<file path="config.mk">
export PLATFORM = sky130hd
export DESIGN_NAME = ctrl_decode_pipe_flat
export DESIGN_NICKNAME = d
export VERILOG_FILES = /design/src/rtl/ctrl_decode_if.sv /design/src/rtl/ctrl_decode_pipe.sv /design/src/flat_wrapper.sv
export SDC_FILE = /design/constraint.sdc
export NUM_CORES = 1
export LEC_CHECK = 0
export CORE_ASPECT_RATIO = 0.5
export CORE_UTILIZATION = 47
export CTS_CLUSTER_SIZE = 12
export DETAILED_ROUTE_END_ITERATION = 8
export PLACE_DENSITY_LB_ADDON = 0.08
export SLEW_MARGIN = 15
export SYNTH_ARGS = -nofsm -noshare
export SYNTH_HDL_FRONTEND = slang
export SYNTH_SLANG_ARGS = --single-unit
</file>
<file path="constraint.sdc">
create_clock -name clk -period 5.9 [get_ports clk]
set_clock_uncertainty 0.15 [all_clocks]
set_input_delay 1.18 -clock clk [delete_from_list [all_inputs] [get_ports clk]]
set_output_delay 1.18 -clock clk [all_outputs]
set_load 0.05 [all_outputs]
</file>
<file path="src/rtl/ctrl_decode_if.sv">
// Handshake and decoded-control bundle for ctrl_decode_pipe.
// master drives the instruction stream and consumes the decode; slave is the decoder.
interface ctrl_decode_if #(
    parameter int ALU_CTRL_W = 3,
    parameter int REG_ADDR_W = 5,
    parameter int CNT_W      = 8
);
    logic                  in_valid;
    logic                  in_ready;
    logic [31:0]           instr;
    logic                  flush;
    logic                  out_ready;
    logic                  out_valid;
    logic                  reg_write;
    logic                  mem_read;
    logic                  mem_write;
    logic                  branch;
    logic                  jump;
    logic                  alu_src;
    logic [ALU_CTRL_W-1:0] alu_control;
    logic [REG_ADDR_W-1:0] rs;
    logic [REG_ADDR_W-1:0] rt;
    logic [REG_ADDR_W-1:0] dest;
    logic                  hazard;
    logic [CNT_W-1:0]      ill_cnt;

    modport master (
        output in_valid, instr, flush, out_ready,
        input  in_ready, out_valid, reg_write, mem_read, mem_write, branch, jump,
               alu_src, alu_control, rs, rt, dest, hazard, ill_cnt
    );

    modport slave (
        input  in_valid, instr, flush, out_ready,
        output in_ready, out_valid, reg_write, mem_read, mem_write, branch, jump,
               alu_src, alu_control, rs, rt, dest, hazard, ill_cnt
    );
endinterface

</file>
<file path="src/rtl/ctrl_decode_pipe.sv">
// One-stage MIPS control decoder with load-use bubble insertion and illegal-opcode counter.
// Define CTRL_DECODE_EXT_OPS_EN to make ADDI, ORI, BNE and JAL legal.
module ctrl_decode_pipe #(
    parameter int ALU_CTRL_W = 3,
    parameter int REG_ADDR_W = 5,
    parameter int CNT_W      = 8
) (
    input logic         clk,
    input logic         rst,
    ctrl_decode_if.slave bus
);
    typedef struct packed {
        logic                  reg_write;
        logic                  mem_read;
        logic                  mem_write;
        logic                  branch;
        logic                  jump;
        logic                  alu_src;
        logic [ALU_CTRL_W-1:0] alu_control;
        logic [REG_ADDR_W-1:0] rs;
        logic [REG_ADDR_W-1:0] rt;
        logic [REG_ADDR_W-1:0] dest;
    } dec_t;

    localparam logic [5:0] OP_RTYPE = 6'b000000;
    localparam logic [5:0] OP_LW    = 6'b100011;
    localparam logic [5:0] OP_SW    = 6'b101011;
    localparam logic [5:0] OP_BEQ   = 6'b000100;
    localparam logic [5:0] OP_J     = 6'b000010;
`ifdef CTRL_DECODE_EXT_OPS_EN
    localparam logic [5:0] OP_ADDI  = 6'b001000;
    localparam logic [5:0] OP_ORI   = 6'b001101;
    localparam logic [5:0] OP_BNE   = 6'b000101;
    localparam logic [5:0] OP_JAL   = 6'b000011;
`endif

    function automatic logic [ALU_CTRL_W-1:0] alu_enc(input logic [2:0] code);
        return ALU_CTRL_W'(code);
    endfunction

    function automatic logic [REG_ADDR_W-1:0] reg_fit(input logic [4:0] r);
        return REG_ADDR_W'(r);
    endfunction

    function automatic logic [CNT_W-1:0] sat_inc(input logic [CNT_W-1:0] v);
        return (&v) ? v : v + CNT_W'(1);
    endfunction

    logic [5:0] opcode_p0;
    logic [5:0] funct_p0;
    dec_t       dec_p0;
    logic       illegal_p0;
    logic       uses_rt_p0;
    logic       unused_shamt_p0;

    dec_t             dec_p1;
    logic             vld_p1;
    logic [CNT_W-1:0] ill_cnt_p1;

    logic load_en;
    logic hazard;
    logic in_ready;
    logic accept;

    assign opcode_p0       = bus.instr[31:26];
    assign funct_p0        = bus.instr[5:0];
    assign unused_shamt_p0 = ^bus.instr[10:6];

    // Stage p0: combinational decode of the incoming instruction word
    always_comb begin
        dec_p0     = '0;
        illegal_p0 = 1'b0;
        uses_rt_p0 = 1'b0;
        dec_p0.rs  = reg_fit(bus.instr[25:21]);
        dec_p0.rt  = reg_fit(bus.instr[20:16]);
        case (opcode_p0)
            OP_RTYPE: begin
                dec_p0.reg_write = 1'b1;
                dec_p0.dest      = reg_fit(bus.instr[15:11]);
                uses_rt_p0       = 1'b1;
                case (funct_p0)
                    6'b100010: dec_p0.alu_control = alu_enc(3'd1);
                    6'b100100: dec_p0.alu_control = alu_enc(3'd2);
                    6'b101000: dec_p0.alu_control = alu_enc(3'd3);
                    6'b110000: dec_p0.alu_control = alu_enc(3'd4);
                    default:   dec_p0.alu_control = alu_enc(3'd0);
                endcase
            end
            OP_LW: begin
                dec_p0.reg_write = 1'b1;
                dec_p0.mem_read  = 1'b1;
                dec_p0.alu_src   = 1'b1;
                dec_p0.dest      = reg_fit(bus.instr[20:16]);
            end
            OP_SW: begin
                dec_p0.mem_write = 1'b1;
                dec_p0.alu_src   = 1'b1;
                uses_rt_p0       = 1'b1;
            end
            OP_BEQ: begin
                dec_p0.branch      = 1'b1;
                dec_p0.alu_control = alu_enc(3'd1);
                uses_rt_p0         = 1'b1;
            end
            OP_J: dec_p0.jump = 1'b1;
`ifdef CTRL_DECODE_EXT_OPS_EN
            OP_ADDI: begin
                dec_p0.reg_write = 1'b1;
                dec_p0.alu_src   = 1'b1;
                dec_p0.dest      = reg_fit(bus.instr[20:16]);
            end
            OP_ORI: begin
                dec_p0.reg_write   = 1'b1;
                dec_p0.alu_src     = 1'b1;
                dec_p0.alu_control = alu_enc(3'd3);
                dec_p0.dest        = reg_fit(bus.instr[20:16]);
            end
            OP_BNE: begin
                dec_p0.branch      = 1'b1;
                dec_p0.alu_control = alu_enc(3'd5);
                uses_rt_p0         = 1'b1;
            end
            OP_JAL: begin
                dec_p0.jump      = 1'b1;
                dec_p0.reg_write = 1'b1;
                dec_p0.dest      = reg_fit(5'd31);
            end
`endif
            default: illegal_p0 = 1'b1;
        endcase
        // Writes to $0 are architecturally dropped, so never advertise them.
        if (dec_p0.dest == '0) dec_p0.reg_write = 1'b0;
    end

    // A load still sitting on the output cannot forward to a consumer in the same cycle.
    assign load_en  = bus.out_ready | ~vld_p1;
    assign hazard   = bus.in_valid & vld_p1 & dec_p1.mem_read & (dec_p1.dest != '0) &
                      ((dec_p1.dest == dec_p0.rs) | (uses_rt_p0 & (dec_p1.dest == dec_p0.rt)));
    assign in_ready = load_en & ~hazard & ~bus.flush;
    assign accept   = bus.in_valid & in_ready;

    // Stage p1: registered decode; bubbles and idle cycles load an all-zero record
    always_ff @(posedge clk or posedge rst) begin
        if (rst) begin
            vld_p1     <= 1'b0;
            dec_p1     <= '0;
            ill_cnt_p1 <= '0;
        end else if (bus.flush) begin
            vld_p1 <= 1'b0;
            dec_p1 <= '0;
        end else if (load_en) begin
            vld_p1 <= accept;
            dec_p1 <= accept ? dec_p0 : '0;
            if (accept && illegal_p0) ill_cnt_p1 <= sat_inc(ill_cnt_p1);
        end
    end

    assign bus.in_ready    = in_ready;
    assign bus.hazard      = hazard;
    assign bus.out_valid   = vld_p1;
    assign bus.reg_write   = dec_p1.reg_write;
    assign bus.mem_read    = dec_p1.mem_read;
    assign bus.mem_write   = dec_p1.mem_write;
    assign bus.branch      = dec_p1.branch;
    assign bus.jump        = dec_p1.jump;
    assign bus.alu_src     = dec_p1.alu_src;
    assign bus.alu_control = dec_p1.alu_control;
    assign bus.rs          = dec_p1.rs;
    assign bus.rt          = dec_p1.rt;
    assign bus.dest        = dec_p1.dest;
    assign bus.ill_cnt     = ill_cnt_p1;
endmodule

</file>
<file path="src/flat_wrapper.sv">
// flat-port wrapper written by rule: the top's interface ports become plain ports
module ctrl_decode_pipe_flat 
#(
    parameter int ALU_CTRL_W = 3,
    parameter int REG_ADDR_W = 5,
    parameter int CNT_W      = 8
)
  (clk, rst, bus_in_valid, bus_instr, bus_flush, bus_out_ready, bus_in_ready, bus_out_valid, bus_reg_write, bus_mem_read, bus_mem_write, bus_branch, bus_jump, bus_alu_src, bus_alu_control, bus_rs, bus_rt, bus_dest, bus_hazard, bus_ill_cnt);
  ctrl_decode_if #(.ALU_CTRL_W(ALU_CTRL_W), .REG_ADDR_W(REG_ADDR_W), .CNT_W(CNT_W)) bus_i ();
  input logic clk;
  input logic rst;
  input wire logic [$bits(bus_i.in_valid)-1:0] bus_in_valid;
  input wire logic [$bits(bus_i.instr)-1:0] bus_instr;
  input wire logic [$bits(bus_i.flush)-1:0] bus_flush;
  input wire logic [$bits(bus_i.out_ready)-1:0] bus_out_ready;
  output wire logic [$bits(bus_i.in_ready)-1:0] bus_in_ready;
  output wire logic [$bits(bus_i.out_valid)-1:0] bus_out_valid;
  output wire logic [$bits(bus_i.reg_write)-1:0] bus_reg_write;
  output wire logic [$bits(bus_i.mem_read)-1:0] bus_mem_read;
  output wire logic [$bits(bus_i.mem_write)-1:0] bus_mem_write;
  output wire logic [$bits(bus_i.branch)-1:0] bus_branch;
  output wire logic [$bits(bus_i.jump)-1:0] bus_jump;
  output wire logic [$bits(bus_i.alu_src)-1:0] bus_alu_src;
  output wire logic [$bits(bus_i.alu_control)-1:0] bus_alu_control;
  output wire logic [$bits(bus_i.rs)-1:0] bus_rs;
  output wire logic [$bits(bus_i.rt)-1:0] bus_rt;
  output wire logic [$bits(bus_i.dest)-1:0] bus_dest;
  output wire logic [$bits(bus_i.hazard)-1:0] bus_hazard;
  output wire logic [$bits(bus_i.ill_cnt)-1:0] bus_ill_cnt;
  assign bus_i.in_valid = bus_in_valid;
  assign bus_i.instr = bus_instr;
  assign bus_i.flush = bus_flush;
  assign bus_i.out_ready = bus_out_ready;
  assign bus_in_ready = bus_i.in_ready;
  assign bus_out_valid = bus_i.out_valid;
  assign bus_reg_write = bus_i.reg_write;
  assign bus_mem_read = bus_i.mem_read;
  assign bus_mem_write = bus_i.mem_write;
  assign bus_branch = bus_i.branch;
  assign bus_jump = bus_i.jump;
  assign bus_alu_src = bus_i.alu_src;
  assign bus_alu_control = bus_i.alu_control;
  assign bus_rs = bus_i.rs;
  assign bus_rt = bus_i.rt;
  assign bus_dest = bus_i.dest;
  assign bus_hazard = bus_i.hazard;
  assign bus_ill_cnt = bus_i.ill_cnt;
  ctrl_decode_pipe #(.ALU_CTRL_W(ALU_CTRL_W), .REG_ADDR_W(REG_ADDR_W), .CNT_W(CNT_W)) u_core (.clk(clk), .rst(rst), .bus(bus_i));
endmodule
</file>
# Yosys cells after proc, flatten, opt, wreduce, memory -nomap -nowiden
# Cells that the tools add are included.
# totals
register_bits	33
# classes
addsub	1
n_eq_ne	10
muxes	17
n_bitwise	14
n_reduce_logical	11
# op_table
op	count
$mux 24	3
$eq 6x6->1 const B	6
$pmux 3 s4	1
$mux 1	11
$eq 5x5->1	2
$pmux 5 s2	1
$add 8x1->8 const B	1
$and 1x1->1	8
$reduce_and 8->1	1
$eq 6x2->1 const B	1
$eq 6x3->1 const B	1
$logic_not 6->1	1
$pmux 3 s2	1
$logic_not 5->1	1
$reduce_bool 5->1	1
$reduce_or 5->1	1
$not 1->1	4
$reduce_and 4->1	1
$reduce_or 2->1	2
$reduce_or 3->1	1
$or 1x1->1	2
$reduce_bool 2->1	1
$logic_and 1x1->1	1

# Logic depth before layout (Yosys ltp)
# Gate-level depths: netlist (run 1).
# logic_depth
depth_word	13
depth_mapped	7
depth_no_buf	6

# Worst setup path before layout (run 1)
# OpenSTA, ideal clock, no wires.
# synth_path
kind	input to output
start	in bus_instr[30]
end	out bus_in_ready
arrival_ns	3.150
t_required_ns	4.570
setup_slack_ns	1.420
cell_stages	5
path_cell_list	nand4b_1 -> o32a_4 -> nor4_4 -> or2_1 -> nor3_1
# synth_between
elab_chain_cells	9
elab_cells_between_ends	11
# synth_rtl
item	line	rtl
start: declaration	flat_wrapper.sv:13	input wire logic [$bits(bus_i.instr)-1:0] bus_instr;
$eq 6x6->1, or another cell as far along	ctrl_decode_pipe.sv:76	case (opcode_p0)
$reduce_or 3->1 (no line) *	-	
$mux 1 *	ctrl_decode_pipe.sv:76	
$and 1x1->1 *	ctrl_decode_pipe.sv:138	((dec_p1.dest == dec_p0.rs) | (uses_rt_p0 & (dec_p1.dest == dec_p0.rt)));
$or 1x1->1 *	ctrl_decode_pipe.sv:138	
$and 1x1->1 *	ctrl_decode_pipe.sv:137	assign hazard = bus.in_valid & vld_p1 & dec_p1.mem_read & (dec_p1.dest != '0) &
net bus_hazard	flat_wrapper.sv:28	output wire logic [$bits(bus_i.hazard)-1:0] bus_hazard;
$not 1->1 *	ctrl_decode_pipe.sv:139	assign in_ready = load_en & ~hazard & ~bus.flush;
$and 1x1->1 * (2 in series)	ctrl_decode_pipe.sv:139	
end: declaration	flat_wrapper.sv:16	output wire logic [$bits(bus_i.in_ready)-1:0] bus_in_ready;
# The timed path passes the listed nets; every way through them passes the cells marked *.

# Worst setup path after layout (run 1)
# layout_path
start	in bus_instr[26]
end	out bus_hazard
# layout_between
elab_chain_cells	6
elab_cells_between_ends	8
# layout_rtl
item	line
$eq 6x6->1, or another cell as far along	ctrl_decode_pipe.sv:76
$reduce_or 3->1 (no line) *	-
$mux 1 *	ctrl_decode_pipe.sv:76
$and 1x1->1 *	ctrl_decode_pipe.sv:138
$or 1x1->1 *	ctrl_decode_pipe.sv:138
$and 1x1->1 *	ctrl_decode_pipe.sv:137
end: declaration	flat_wrapper.sv:28
# Mark *: on every way between the ends. The rest lies on a longest branch, timed or not.

==> key figures, run 1 <==
Die
  – Die area: roughly 0.004 mm^2
  – Core Region: roughly 0.0035 mm^2
  – Row count: 15
  – Initial core utilization: between 50% and 60%
  – Die height: around 46 um
  – Top Ports: 72
  – Die W: between 80 and 90 um

Worst setup path
  – Critical Path Start Type: primary input
  – CP bufs+invs: 2
  – Worst path slowest cell: clkdlybuf4s50_1
  – Worst setup EP type: primary output
  – CP required: ~4600 ps
  – Max FO, Critical Path: 4
  – Delay-heaviest family, CP: buffers and inverters
  – Worst Path Class, Setup: in -> out
  – Slowest stage delay, CP: just over 800 ps
  – Flop-to-flop setup slack: around 3500 ps
  – Crit-path most repeated cell: clkdlybuf4s50_1
  – CP arrival: 3780 ps
  – Critical path cell sequence: clkdlybuf4s50_1 > or3_4 > o32a_4 > nor4_4 > or2_1 > clkdlybuf4s50_1

Power and ir drop
  – Gate power share: 26.9%
  – Psw: ~0.00022 W
  – Max rail drop VDD: approximately 0.13 mV
  – Clock Power Share: roughly 36%
  – Flop pwr share: between 30 and 40%
  – Power density cells: 266 mW/mm^2
  – LEAKAGE: between 1 and 1.5 nW
  – P_int: ~0.00049 W
  – Sw Share: 30.9%
  – Total power: approximately 0.00070 W

Run
  – Max Cap Viol: 0

Timing
  – Max Clk Rate: 196 MHz
  – Rel. slew slack: ~48%
  – Worst Hold Slack: around 340 ps
  – Setup Viol. Count Final: 0
  – Max Slew Vio Count: 0
  – Slew @ Worst Pin: 770 ps
  – Final worst setup slack: 792 ps
  – Period Utilization, post-route: between 80% and 90%
  – Final Hold Vio Count: 0
  – RSZ-0062 raised after global routing: false
  – Final setup TNS: 0 ps
  – Min cycle time layout: between 5000 and 6000 ps

Synth
  – Netlist cell types: 39
  – Cells after Synth: approximately 150
  – Main synth FF type: dfrtp_1
  – Yosys warns: 0
  – Syn Area/Cell: 11.9 um^2
  – Synthesized cell area: between 0.0015 and 0.002 mm^2
  – Post-synth ARST share: 100%
  – Top cells by count, synth: 33 x dfrtp_1, 25 x a22o_1, 11 x xnor2_1
  – Yosys reg bits: 33
  – Syn Nets: between 150 and 200
  – Cell types occupying the most area after synthesis: dfrtp_1 46%, a22o_1 12%, xnor2_1 5.3%
  – Post-synth top area cell: dfrtp_1
  – Share of the synthesized area in the top cell type: between 40 and 50%
  – Most common cell in the netlist: dfrtp_1
  – Register area share after synthesis: 45.7%
  – Post-synth EDFFs: 0

Place
  – Pre-CTS setup slack: about 800 ps
  – GP Congestion: 0.796
  – Port bufs: 66
  – HPWL Detailed: ~3300 um

Global routing
  – Gr usage total: between 20% and 30%
  – Vias in the first global route: between 1000 and 1500
  – Initial antenna violation count: 0
  – Grt total ovfl: 0
  – Largest net degree at the start of global routing: 34
  – First-pass GRT wire length: 6780 um

Clocking
  – Clock Latency Late Sink: roughly 280 ps
  – Clock-pin slew on the worst setup and hold paths: approximately 70 ps
  – Post-CTS Hold Buffers: 0
  – TritonCTS Buffers: 5
  – CTS-repair resized insts: 0
  – Max Buffers Root-to-Sink: 2
  – Post-CTS setup buffers: 0
  – Clk sinks: 33
  – Max H-tree Level: 2
  – CTS tree: done
  – CTS root buffer: clkbuf_8

Drt
  – First-pass detailed-route iteration total: 4
  – Vias per inst: about 5.5
  – DRC violations left: 0
  – Wire length per cell: between 15 and 20 um
  – Vias: approximately 1500
  – Antenna viol nets, final: 0
  – Drt total wl: roughly 4400 um
  – Initial drt markers: 53

Final layout
  – Final nets: 259
  – Filler instances: between 200 and 300
  – Share of cells above drive strength 1: between 10% and 20%
  – Footprint of the multi-input gates: 935 um^2
  – Area delta synth->final: 46.0%
  – FF+latch area: approximately 830 um^2
  – Inserted Diodes: 0

Status
  – Status: finished clean

Hold path
  – Worst Hold Class: reg -> reg
[power groups by stage]
stage               clock, W  sequential [W]  combinational, W
global placement           0        0.000266          0.000186
finish              0.000250        0.000263          0.000189
global route        0.000263        0.000267          0.000203
CTS                 0.000254        0.000264          0.000190
detailed placement         0        0.000268          0.000190
floorplan                  0        0.000329         0.0000519
[kinds of logic after synthesis]
logic type / share of synthesized area (%)
simple gates: 22.0
compound gates: 19.1
flops: 45.7
xor+xnor: 9.21
buf+inv: 2.70
mux: 0.623
fa+ha+maj: 0.692
[final cells by class]
cell class | instances | area share (%)
Multi-Input combinational cell | 112 | 35.4
Sequential cell | 33 | 31.3
Timing Repair Buffer | 68 | 25.6
Clock buffer | 5 | 2.61
Clock inverter | 3 | 2.47
Tap cell | 51 | 2.42
Inverter | 1 | 0.142
[per-layer routing]
| metal | GRT usage (%) | wire length (um) |
|---|---|---|
| met2 | 36.4 | 1980 |
| met3 | 6.70 | 254 |
| met5 | 0 | 0 |
| met4 | 3.81 | 7 |
| met1 | 31.4 | 2120 |
[stage by stage]
stage	utilization, %	std cells	instance area [um^2]
final	74.4	273	2640
after global routing	74.4	273	2640
after CTS	74.4	273	2640
after detailed placement	70.6	265	2500
after global placement	70.6	265	2500
after floorplan	-	152	1810
[worst paths after layout]
path,from,endpoint,depth (start not counted)
max in group asynchronous,rst,u_core.bus.rt[1],3
hold / removal,u_core.bus.ill_cnt[7],u_core.bus.ill_cnt[7],1
min in group asynchronous,rst,u_core.bus.ill_cnt[0],3
setup / recovery,bus_instr[26],bus_hazard,6
setup reg to reg,u_core.bus.dest[1],u_core.bus.branch,5
hold reg to reg,u_core.bus.ill_cnt[7],u_core.bus.ill_cnt[7],1
[state kept, by name (all words and copies together) (netlist names)]
signal                  cells
u_core.bus.ill_cnt          8
u_core.bus.dest             5
u_core.bus.rs               5
u_core.bus.rt               5
u_core.bus.alu_control      3
u_core.bus.alu_src          1
u_core.bus.branch           1
u_core.bus.jump             1
u_core.bus.mem_read         1
u_core.bus.mem_write        1
u_core.bus.out_valid        1
u_core.bus.reg_write        1
[cells in the final DEF, fill, tap and decap left out, types with 2 or more instances in the layout]
cell             netlist  layout
a22o_1                25      25
a32o_1                 2       2
and3_1                 4       4
buf_4                  0       2
bufinv_16              0       2
clkbuf_8               0       5
clkdlybuf4s50_1        0      66
dfrtp_1               33      33
nand2_1                9       9
nand2b_1               2       2
nand3_1                4       4
nor2_1                 5       5
nor3_1                 5       5
nor3_2                 6       6
nor4_2                 3       3
o21ai_0                2       2
or2_1                  2       2
or4_1                  3       3
or4_4                  2       2
xnor2_1               11      11
xor2_1                 8       8
(Power assumes the default switching activity.)
==> inputs of run 2 (changes only) <==
- CORE_MARGIN: unset -> 3
- SLEW_MARGIN: 15 -> 20
==> run 2 against run 1 <==
Net effect: non-clock buffer count unchanged; sequential cell count unchanged; hold slack got worse by 7.7 ps; clock-buffer cell count increased by 2; power decreased by 4.7%; core utilization decreased by 0.88 points; register-to-register slack improved by 20 ps; worst setup slack got worse by 15 ps; final area decreased by 0.66%; combinational power about the same; final cell count unchanged; clock power decreased by 13%; largest power group unchanged.
==> key figures, run 2 (synthesized netlist as in run 1, its figures left out) <==
Final layout
  – Commonest non-fill, non-tap cell in the layout: clkdlybuf4s50_1
  – Final nets: about 260
  – Max FFs per register: 8
  – Post-route cell area: between 0.002 and 0.003 mm^2
  – Area delta synth->final: 45.0%
  – Final cell count without fillers: about 270
  – Share of cells above drive strength 1: around 14%
  – Commonest cells after routing, fill and taps aside: 66 x clkdlybuf4s50_1, 33 x dfrtp_1, 25 x a22o_1, 11 x xnor2_1, 9 x nand2_1
  – Layout Utilization: 73.5%
  – Inserted Diodes: 0

Timing
  – Slew @ Worst Pin: between 700 and 800 ps
  – RSZ-0062 raised after global routing: false
  – Final Hold Vio Count: 0
  – Setup Viol. Count Final: 0
  – Final setup TNS: 0 ps
  – Rel. slew slack: 50.1%
  – Period Utilization, post-route: between 80% and 90%
  – Max Clk Rate: 195 MHz
  – Max Slew Vio Count: 0
  – Worst Hold Slack: around 330 ps
  – Min cycle time layout: 5120 ps

Global routing
  – Gr usage total: approximately 20%
  – First-pass GRT wire length: a little over 7000 um
  – Initial antenna violation count: 0
  – Grt total ovfl: 0
  – Largest net degree at the start of global routing: 34
  – Vias in the first global route: 1442

Drt
  – First-pass detailed-route iteration total: 4
  – Vias: approximately 1500
  – Initial drt markers: 30
  – DRC violations left: 0
  – Antenna viol nets, final: 0
  – Drt total wl: around 4300 um
  – Wire length per cell: 15.8 um
  – Vias per inst: between 5 and 6

Power and ir drop
  – Max rail drop VDD: around 0.15 mV
  – Flop pwr share: approximately two fifths
  – Power density cells: between 200 and 300 mW/mm^2
  – P_int: approximately 0.00046 W
  – Sw Share: a little under a third
  – LEAKAGE: 1.09 nW
  – Clock Power Share: around a third
  – Gate power share: 28.1%
  – Psw: approximately 0.00021 W

Worst setup path
  – Delay-heaviest family, CP: buffers and inverters
  – Slowest stage delay, CP: roughly 810 ps
  – Worst setup EP type: primary output
  – CP bufs+invs: 2
  – Worst path slowest cell: clkdlybuf4s50_1
  – Worst Path Class, Setup: in -> out
  – Critical path cell sequence: clkdlybuf4s50_1 > or3_4 > o32a_4 > nor4_4 > or2_1 > clkdlybuf4s50_1
  – Max FO, Critical Path: 4
  – Critical Path Start Type: primary input
  – CP required: ~4600 ps
  – CP arrival: about 3800 ps
  – Crit-path most repeated cell: clkdlybuf4s50_1

Clocking
  – CTS root buffer: clkbuf_8
  – CTS-repair resized insts: 0
  – TritonCTS Buffers: 5
  – Clock-pin slew on the worst setup and hold paths: roughly 60 ps
  – CTS tree: done
  – Post-CTS setup buffers: 0
  – Max H-tree Level: 2
  – Post-CTS Hold Buffers: 0
  – Clock Latency Late Sink: between 200 and 300 ps
  – Max Buffers Root-to-Sink: 2
  – Clk sinks: 33

Die
  – Initial core utilization: between 50% and 60%
  – Die W: between 90 and 100 um
  – Die height: ~50 um
  – Core Region: about 0.0036 mm^2
  – Die area: about 0.0047 mm^2
  – Top Ports: slightly above 70
  – Row count: 15

Place
  – Placed cell area: around 0.0025 mm^2
  – GP Congestion: around 0.8
  – Port bufs: 66
  – Placed insts: 265
  – HPWL Detailed: around 3200 um

Hold path
  – Worst Hold Class: reg -> reg

Status
  – Status: finished clean

Run
  – Max Cap Viol: 0
==> run 2: final timing paths <==
| path | startpoint | end | slack, ps | depth (start not counted) |
|---|---|---|---|---|
| worst max-delay path | bus_instr[26] | bus_hazard | 780 | 6 |
| worst min-delay path | u_core.bus.alu_src | u_core.bus.alu_src | 330 | 1 |
| worst max register to register | u_core.bus.dest[1] | u_core.bus.branch | 3510 | 5 |
| worst min register to register | u_core.bus.alu_src | u_core.bus.alu_src | 330 | 1 |
| max in group asynchronous | rst | u_core.bus.alu_control[2] | 4180 | 3 |
| min in group asynchronous | rst | u_core.bus.dest[3] | 1130 | 3 |
==> run 2: final cells by class <==
class / instances / area [um^2]
Fill cell: 261 / 946
Multi-Input combinational cell: 112 / 935
Sequential cell: 33 / 826
Timing Repair Buffer: 68 / 676
Clock buffer: 7 / 86.3
Tap cell: 51 / 63.8
Clock inverter: 1 / 30.0
Inverter: 1 / 3.75
==> run 2: per-stage QoR <==
stage	total power [W]	setup slack, ps
detailed placement	0.000456	781
floorplan	0.000381	1420
global route	0.000700	695
finish	0.000670	777
global placement	0.000453	826
CTS	0.000675	779
==> run 2: power groups by stage <==
| stage | Clock (W) | Combinational, W | Sequential [W] |
|---|---|---|---|
| floorplan | 0 | 0.0000519 | 0.000329 |
| global placement | 0 | 0.000186 | 0.000267 |
| detailed placement | 0 | 0.000189 | 0.000267 |
| CTS | 0.000222 | 0.000190 | 0.000263 |
| global route | 0.000233 | 0.000200 | 0.000266 |
| finish | 0.000218 | 0.000188 | 0.000263 |
==> run 2: per-layer routing <==
| metal | part of all wire (%) | track usage, % | up-vias |
|---|---|---|---|
| li1 | - | - | 716 |
| met1 | 48 | 27.2 | 720 |
| met2 | 44 | 29.5 | 43 |
| met3 | 6.7 | 7.47 | 6 |
| met4 | 1.2 | 7.91 | 0 |
| met5 | 0 | 0 | - |
